`src/rtl/board_update_arb.sv`:
```
// Shares the board cell RAM between N_REQ writers: one buffered write per requester,
// committed round-robin only inside vertical blanking, with a per-window write budget.
module board_update_arb #(
  parameter int N_REQ  = 2,
  parameter int ADDR_W = 7,
  parameter int VAL_W  = 4,
  parameter int MAX_WR = 16
) (
  input  logic                      clk,
  input  logic                      rst_n,
  input  logic                      vblnk_in,
  input  logic [N_REQ-1:0]          req_valid,
  output logic [N_REQ-1:0]          req_ready,
  input  logic [N_REQ*ADDR_W-1:0]   req_addr,
  input  logic [N_REQ*VAL_W-1:0]    req_val,
  output logic [N_REQ-1:0]          req_err,
  output logic                      ram_we,
  output logic [ADDR_W-1:0]         ram_addr,
  output logic [VAL_W-1:0]          ram_wdata,
  output logic                      frame_tick,
  output logic [7:0]                wr_count
);

  localparam int PTR_W     = (N_REQ > 1) ? $clog2(N_REQ) : 1;
  localparam int LAST_CELL = 80;

  typedef enum logic [1:0] {IDLE, WINDOW, HOLD} state_t;

  state_t                state_q, state_d;
  logic                  vblnk_d_q;
  logic [N_REQ-1:0]      pend_q, pend_d;
  logic [PTR_W-1:0]      rr_q, rr_d;
  logic [ADDR_W-1:0]     buf_addr_q [N_REQ];
  logic [ADDR_W-1:0]     buf_addr_d [N_REQ];
  logic [VAL_W-1:0]      buf_val_q  [N_REQ];
  logic [VAL_W-1:0]      buf_val_d  [N_REQ];
  logic                  ram_we_q, ram_we_d;
  logic [ADDR_W-1:0]     ram_addr_q, ram_addr_d;
  logic [VAL_W-1:0]      ram_wdata_q, ram_wdata_d;
  logic [N_REQ-1:0]      req_err_q, req_err_d;
  logic                  frame_tick_q, frame_tick_d;
  logic [7:0]            wr_count_q, wr_count_d;

  logic [N_REQ-1:0]      accept;
  logic                  found;
  logic [PTR_W-1:0]      win;
  int                    idx;
  logic [ADDR_W-1:0]     svc_addr;
  logic [VAL_W-1:0]      svc_val;

  function automatic logic addr_legal(input logic [ADDR_W-1:0] a);
    return int'(a) <= LAST_CELL;
  endfunction

  function automatic logic [7:0] sat_inc(input logic [7:0] c);
    return (int'(c) >= MAX_WR) ? c : c + 8'd1;
  endfunction

  // Ready is held low while reset is asserted, not just until the first clock.
  assign req_ready = ~pend_q & {N_REQ{rst_n}};
  assign accept    = req_valid & req_ready;

  always_comb begin
    state_d      = state_q;
    pend_d       = pend_q;
    rr_d         = rr_q;
    buf_addr_d   = buf_addr_q;
    buf_val_d    = buf_val_q;
    ram_we_d     = 1'b0;
    ram_addr_d   = ram_addr_q;
    ram_wdata_d  = ram_wdata_q;
    req_err_d    = '0;
    frame_tick_d = 1'b0;
    wr_count_d   = wr_count_q;
    found        = 1'b0;
    win          = '0;
    idx          = 0;

    for (int k = 0; k < N_REQ; k++) begin
      idx = (int'(rr_q) + k) % N_REQ;
      if (!found && pend_q[PTR_W'(idx)]) begin
        found = 1'b1;
        win   = PTR_W'(idx);
      end
    end
    svc_addr = buf_addr_q[win];
    svc_val  = buf_val_q[win];

    case (state_q)
      IDLE: begin
        if (vblnk_in && !vblnk_d_q) begin
          state_d      = WINDOW;
          frame_tick_d = 1'b1;
          wr_count_d   = 8'd0;
        end
      end
      WINDOW: begin
        if (!vblnk_in) begin
          state_d = IDLE;
        end else if (found) begin
          pend_d[win] = 1'b0;
          rr_d        = PTR_W'((int'(win) + 1) % N_REQ);
          if (addr_legal(svc_addr)) begin
            ram_we_d    = 1'b1;
            ram_addr_d  = svc_addr;
            ram_wdata_d = svc_val;
            wr_count_d  = sat_inc(wr_count_q);
            if (wr_count_d == 8'(MAX_WR)) state_d = HOLD;
          end else begin
            // Illegal cell: the slot is consumed but the write budget is not.
            req_err_d[win] = 1'b1;
          end
        end
      end
      HOLD: begin
        if (!vblnk_in) state_d = IDLE;
      end
      default: state_d = IDLE;
    endcase

    // A requester being serviced is never accepting, so these never collide.
    pend_d = pend_d | accept;
    for (int i = 0; i < N_REQ; i++) begin
      if (accept[i]) begin
        buf_addr_d[i] = req_addr[i*ADDR_W +: ADDR_W];
        buf_val_d[i]  = req_val[i*VAL_W +: VAL_W];
      end
    end
  end

  always_ff @(posedge clk or negedge rst_n) begin
    if (!rst_n) begin
      state_q      <= IDLE;
      vblnk_d_q    <= 1'b0;
      pend_q       <= '0;
      rr_q         <= '0;
      ram_we_q     <= 1'b0;
      ram_addr_q   <= '0;
      ram_wdata_q  <= '0;
      req_err_q    <= '0;
      frame_tick_q <= 1'b0;
      wr_count_q   <= 8'd0;
    end else begin
      state_q      <= state_d;
      vblnk_d_q    <= vblnk_in;
      pend_q       <= pend_d;
      rr_q         <= rr_d;
      ram_we_q     <= ram_we_d;
      ram_addr_q   <= ram_addr_d;
      ram_wdata_q  <= ram_wdata_d;
      req_err_q    <= req_err_d;
      frame_tick_q <= frame_tick_d;
      wr_count_q   <= wr_count_d;
    end
  end

  // Buffer contents are only meaningful while pend is set, so they need no reset.
  always_ff @(posedge clk) begin
    buf_addr_q <= buf_addr_d;
    buf_val_q  <= buf_val_d;
  end

  assign ram_we     = ram_we_q;
  assign ram_addr   = ram_addr_q;
  assign ram_wdata  = ram_wdata_q;
  assign req_err    = req_err_q;
  assign frame_tick = frame_tick_q;
  assign wr_count   = wr_count_q;

endmodule

```
`config.mk`:
```
export PLATFORM = sky130hd
export DESIGN_NAME = board_update_arb
export DESIGN_NICKNAME = d
export VERILOG_FILES = /design/src/rtl/board_update_arb.sv
export SDC_FILE = /design/constraint.sdc
export NUM_CORES = 1
export LEC_CHECK = 0
export CAP_MARGIN = 25
export CORE_MARGIN = 2
export CORE_UTILIZATION = 55
export DETAILED_ROUTE_END_ITERATION = 8
export DONT_BUFFER_PORTS = 1
export PLACE_DENSITY = 0.7
export SETUP_SLACK_MARGIN = 0.4
export SLEW_MARGIN = 20
export SYNTH_ARGS = -nofsm -noshare
export SYNTH_HDL_FRONTEND = slang
export SYNTH_SLANG_ARGS = --single-unit
```
`constraint.sdc`:
```
create_clock -name clk -period 3.4 [get_ports clk]
set_input_delay 0.68 -clock clk [delete_from_list [all_inputs] [get_ports clk]]
set_output_delay 0.68 -clock clk [all_outputs]
set_load 0.03 [all_outputs]
```
==> run metrics, run 1 <==
nets@finish=196; initial core utilization=58.59%; CP Data Required Time=3590 ps; Die Wd=67.15 um; n_diodes=0; clk_lat worst skew=300 ps; post-CTS setup buffer count=0; Slew Limit Fails=0; syn avg cell area=13.29 um^2; via count=1260; syn nets=194; PD cells=778.8 nW/um^2; core area=3744 um^2; Yosys warning count=0; Crit Path Category=flip-flop to flip-flop; Root Driver=clkbuf_8; DR iter-0 viols=45; RSZ-0062 raised after global routing=false; die height=67.15 um; Main synth FF type=dfrtp_1; Worst Max-Slew Pin Slew=722.2 ps; total CTS buffers=5; vias in the first global route=1209; # setup viols final=0; row cnt=22; post-route clock period utilization=70.34%; Post-Syn Area=2193 um^2; maximum VDD drop=432.8 uV; Critical Path End Type=flip-flop; Clock transition at path regs=90 ps; total congestion overflow=0; Hold WC Path Type=input port to async pin; RePlAce Congestion=0.8341; drt wl/cell=16.23 um; post-DP HPWL=2617 um; Max Cap Violations=0; PostCTS Resize Cnt=0; crit-path max cell delay=600 ps; Antenna Violating Nets Remaining=0; minimum clock period=2392 ps; CTS tree=yes; Placed Cells incl. Taps=208; initial antenna violation count=0; commonest non-fill, non-tap cell in the layout=dfrtp_1; post-route setup TNS=0 ps; area delta synth->final=4.621%; Pre-Repair DR Iteration Count=4; drt total wl=3505 um; Cell Chain, Critical Path=or4_1 > a221o_1 > nor3_4 > nor2_4 > clkinv_4 > o21ai_0; WP data arrival=2580 ps; fmax=0.4181 GHz; Cell variety after synth=43; most frequent cells in the layout=dfrtp_1 (29), edfxtp_1 (22), nor3_1 (12); CP Max Fanout=16; clock buffer depth=2; sequential fraction of the synthesis area=63.21%; leakage=0.9198 nW; DR vias/cell=5.833; EDFF count, synth=22; crit path launch type=flip-flop; Overall Global Routing Usage=17.91%; run status=complete, no violations; htree depth=2; Synth Instances=165; top-level I/O count=52; largest net degree at the start of global routing=32; Clock Sinks=51; Die Area=4509 um^2; DRC viols=0; worst path bufs/invs=1; global-route wire length before repair=5768 um; ys async rst share=56.86%; Top delay family on crit path=simple AND/OR/NAND/NOR gates; ratio of cells with drive above 1 in the final layout=13.69%; Synth Register Bits=51; Worst slew margin=51.70%; skew final=8.177 ps; Crit-path slowest cell=nor3_4; port buffer count=0; cts hold-fix bufs=0; final non-filler cell total=216; Hold Fails Final Rpt=0
## cell usage after synthesis (all sizes together), types with 2 or more instances
cell    instances  share of area, %
edfxtp         22                30
nand3           2              0.46
o22ai           3              0.86
clkbuf          3              0.51
nand4           2              0.57
nor2b           3              0.86
nor3           13               3.5
or4             2              0.68
xnor2           2              0.80
a211oi          2               1.5
inv             4              0.68
o21ai           5               1.1
a21oi          13               4.7
nor3b           2              0.68
mux2i           9               4.1
nand2b          3              0.86
and2            7               2.0
dfrtp          29                33
buf             3               1.7
and3            4               1.1
ha              2               1.1
nor2            7               1.5
or3             2              0.57
nand2           8               1.4
## where the power goes
| part | switching [mW] | internal (mW) |
|---|---|---|
| combinational | 0.238 | 0.178 |
| clock | 0.179 | 0.145 |
| sequential | 0.277 | 0.771 |
## stage by stage
stage          utilization (%)  area [um^2]  power (mW)  setup WS [ps]  hold slack, ps
6_report                 61.30         2295       1.787           1008           59.38
5_1_grt                  61.30         2295       1.883          909.9           42.20
4_1_cts                  61.30         2295       1.806          993.2           53.79
3_5_place_dp             59.12         2213       1.487          995.2           385.2
3_3_place_gp             59.12         2213       1.473           1053           385.1
2_1_floorplan                -         2193       1.401           1374           384.4
## path summary, 6_finish.rpt
path / cells after the start / startpoint / to / slack [ps]
worst max-delay path: 6 / buf_addr_q[3]$_DFFE_PP_ / wr_count[2]$_DFFE_PN0P_ / 1010
worst min-delay path: 0 / rst_n / frame_tick$_DFF_PN0_ / 60
worst max register to register: 6 / buf_addr_q[3]$_DFFE_PP_ / wr_count[2]$_DFFE_PN0P_ / 1010
worst min register to register: 1 / pend_q[1]$_DFF_PN0_ / pend_q[1]$_DFF_PN0_ / 480
max in group asynchronous: 0 / rst_n / rr_q$_DFFE_PN0P_ / 3250
min in group clk: 0 / vblnk_in / vblnk_d_q$_DFF_PN0_ / 400
## registers in the layout, indices dropped and copies added, names as in the netlist
register    count
ram_addr        7
frame_tick      1
buf_addr_q     14
pend_q          2
ram_we          1
rr_q            1
req_err         2
state_q         2
vblnk_d_q       1
ram_wdata       4
buf_val_q       8
wr_count        8
## cells by family after synthesis
family	count (synthesis)	synth area share, %
simple gates	58	15.92
flops	51	63.21
compound gates	31	11.18
buf+inv	11	3.251
mux	9	4.107
xor+xnor	3	1.198
fa+ha+maj	2	1.141
## metal layers
metal	wire length, um	global-route usage (%)	vias to the layer above	part of all wire (%)
li1	-	-	609	-
met1	1537	23.32	604	44
met2	1682	27.60	40	48
met3	220	5.500	7	6.3
met4	65	8.418	0	1.9
met5	0	0	-	0
## area by class of cell
| type | instances | area, um^2 |
|---|---|---|
| fill | 307 | 1449 |
| sequential | 51 | 1386 |
| multi-input combinational | 103 | 735.7 |
| clock buffer | 7 | 76.32 |
| tap | 48 | 60.06 |
| inverter | 5 | 23.77 |
| timing repair buffer | 1 | 7.507 |
| clock inverter | 1 | 5.005 |
Power figures use the tool's default switching activity.
==> inputs of run 2 (changes only) <==
--- a/config.mk
+++ b/config.mk
@@ -10,7 +10,7 @@
 export CORE_UTILIZATION = 55
 export DETAILED_ROUTE_END_ITERATION = 8
 export DONT_BUFFER_PORTS = 1
-export PLACE_DENSITY = 0.7
+export PLACE_DENSITY = 0.73
 export SETUP_SLACK_MARGIN = 0.4
 export SLEW_MARGIN = 20
 export SYNTH_ARGS = -nofsm -noshare
==> constraint.sdc (replaced) <==
create_clock -name clk -period 2.1 [get_ports clk]
set_input_delay 0.42 -clock clk [delete_from_list [all_inputs] [get_ports clk]]
set_output_delay 0.42 -clock clk [all_outputs]
set_load 0.03 [all_outputs]
==> run metrics, run 2 (synthesis gave the netlist of run 1 again) <==
run status=complete, no violations (unchanged); CP Max Fanout=7 (was 16); Antenna Violating Nets Remaining=0 (unchanged); WP data arrival=2160 ps (was 2580 ps); CP Data Required Time=2280 ps (was 3590 ps); Critical R2R Launch=buf_addr_q[3]$_DFFE_PP_ (unchanged); global-route wire length before repair=6272 um (was 5768 um); port buffer count=0 (unchanged); CTS tree=yes (unchanged); nets@finish=215 (was 196); via count=1347 (was 1260); largest register by flop count=buf_addr_q (unchanged); Die Wd=67.15 um (unchanged); DRC viols=0 (unchanged); Largest register FFs=14 (unchanged); Pre-Repair DR Iteration Count=4 (unchanged); drt wl/cell=17.22 um (was 16.23 um); leakage=1.047 nW (was 0.9198 nW); vias in the first global route=1314 (was 1209); total congestion overflow=0 (unchanged); final non-filler cell total=235 (was 216); minimum clock period=1980 ps (was 2392 ps); Overall Global Routing Usage=19.48% (was 17.91%); top-level I/O count=52 (unchanged); Slew Limit Fails=0 (unchanged); HP Start=vblnk_in; fmax=0.5050 GHz (was 0.4181 GHz); FF-to-FF setup slack=120 ps (was 1010 ps); FF-to-FF path depth=6 (unchanged); RSZ-0062 raised after global routing=true (was false); commonest non-fill, non-tap cell in the layout=dfrtp_1 (unchanged); most frequent cells in the layout=dfrtp_1 (25), edfxtp_1 (22), buf_4 (14) (was dfrtp_1 (29), edfxtp_1 (22), nor3_1 (12)); DR iter-0 viols=112 (was 45); n_diodes=0 (unchanged); area delta synth->final=16.09% (was 4.621%); post-route setup TNS=0 ps (unchanged); Critical Path End Type=flip-flop (unchanged); initial core utilization=58.59% (unchanged); Max Cap Violations=0 (unchanged); total CTS buffers=5 (unchanged); Hold Fails Final Rpt=0 (unchanged); Clock transition at path regs=80 ps (was 90 ps); initial antenna violation count=0 (unchanged); Die Area=4509 um^2 (unchanged); PD cells=1259 nW/um^2 (was 778.8 nW/um^2); die height=67.15 um (unchanged); crit path launch type=flip-flop (unchanged); maximum VDD drop=790.6 uV (was 432.8 uV); Final Power=3.206 mW (was 1.787 mW); core area=3744 um^2 (unchanged); row cnt=22 (unchanged); Crit Path Category=flip-flop to flip-flop (unchanged); Placement Cell Area=2315 um^2 (was 2213 um^2); Root Driver=clkbuf_8 (unchanged); Worst Max-Slew Pin Slew=585.1 ps (was 722.2 ps); Hold EP=vblnk_d_q$_DFF_PN0_; post-DP HPWL=2776 um (was 2617 um); htree depth=2 (unchanged); # setup viols final=0 (unchanged); skew final=7.623 ps (was 8.177 ps); ratio of cells with drive above 1 in the final layout=29.41% (was 13.69%); clk_lat worst skew=290 ps (was 300 ps); largest net degree at the start of global routing=30 (was 32); worst r2r dst=wr_count[0]$_DFFE_PN0P_ (was wr_count[2]$_DFFE_PN0P_); RePlAce Congestion=0.8827 (was 0.8341); Worst slew margin=60.99% (was 51.70%); Placed Cells incl. Taps=219 (was 208); Hold WC Path Type=input port to flip-flop (was input port to async pin); post-route clock period utilization=94.30% (was 70.34%); hold path cells=0; design area=2546 um^2 (was 2295 um^2); Clock Sinks=51 (unchanged); drt total wl=4047 um (was 3505 um); worst hold slack=152.9 ps (was 59.38 ps); clock buffer depth=2 (unchanged); DR vias/cell=5.732 (was 5.833)
-- run 2: metrics by stage --
stage	setup WS [ps]	util (%)
global placement	38.37	61.83
CTS	51.64	67.58
global route	45.78	68.01
floorplan	132.4	-
detailed placement	-26.02	61.83
finish	119.7	68.01
-- run 2: worst max-delay path by stage --
| stage | slack (ps) | end | cells after the start | from |
|---|---|---|---|---|
| final | 120 | wr_count[0]$_DFFE_PN0P_ | 6 | buf_addr_q[3]$_DFFE_PP_ |
| after global routing | 50 | wr_count[0]$_DFFE_PN0P_ | 6 | buf_addr_q[3]$_DFFE_PP_ |
| after CTS | 50 | wr_count[0]$_DFFE_PN0P_ | 6 | buf_addr_q[3]$_DFFE_PP_ |
| after detailed placement | -30 | ram_wdata[2]$_DFFE_PN0P_ | 6 | buf_addr_q[3]$_DFFE_PP_ |
| after global placement | 40 | wr_count[2]$_DFFE_PN0P_ | 6 | buf_addr_q[2]$_DFFE_PP_ |
| after floorplan | 130 | ram_addr[0]$_DFFE_PN0P_ | 7 | buf_addr_q[3]$_DFFE_PP_ |
-- run 2: cell type report --
type	count	area (um^2)
clock buffers	5	68.82
flip-flops and latches	51	1391
multi-input cells	103	780.7
inverters	5	23.77
repair buffers	19	177.7
repair inverters	1	5.005
clock inverters	3	38.79
well taps	48	60.06
fillers	287	1197
-- run 2: timing repair --
| item | 4_1_cts | 5_1_grt |
|---|---|---|
| cloned | 1 | 0 |
| setup buffers | 4 | 1 |
| endpoints found under the hold margin | 29 | 0 |
| gates resized for setup | 7 | 3 |
| setup endpoints to repair | 21 | 21 |
| pin swaps | 7 | 3 |
| hold buffers | 2 | 0 |
-- run 2: routing by layer --
metal  part of all wire, %  GRT usage [%]
met4                  0.42          4.847
met2                    52          33.42
met5                     0              0
met1                    40          23.36
met3                   7.3          7.167
-- run 2: power breakdown --
| group | switching (mW) | leakage (nW) | internal, mW |
|---|---|---|---|
| Clock | 0.293 | 0.0556 | 0.349 |
| Combinational | 0.471 | 0.437 | 0.392 |
| Sequential | 0.449 | 0.555 | 1.25 |
| Total | 1.21 | 1.05 | 1.99 |
-- run 2: worst max-delay path, stage by stage, from the launching register on --
cell and delay [ps]:
edfxtp_1 380, or4_1 530, a221o_1 360, nor3_4 180
buf_12 150, nor2_4 60, a31o_1 230
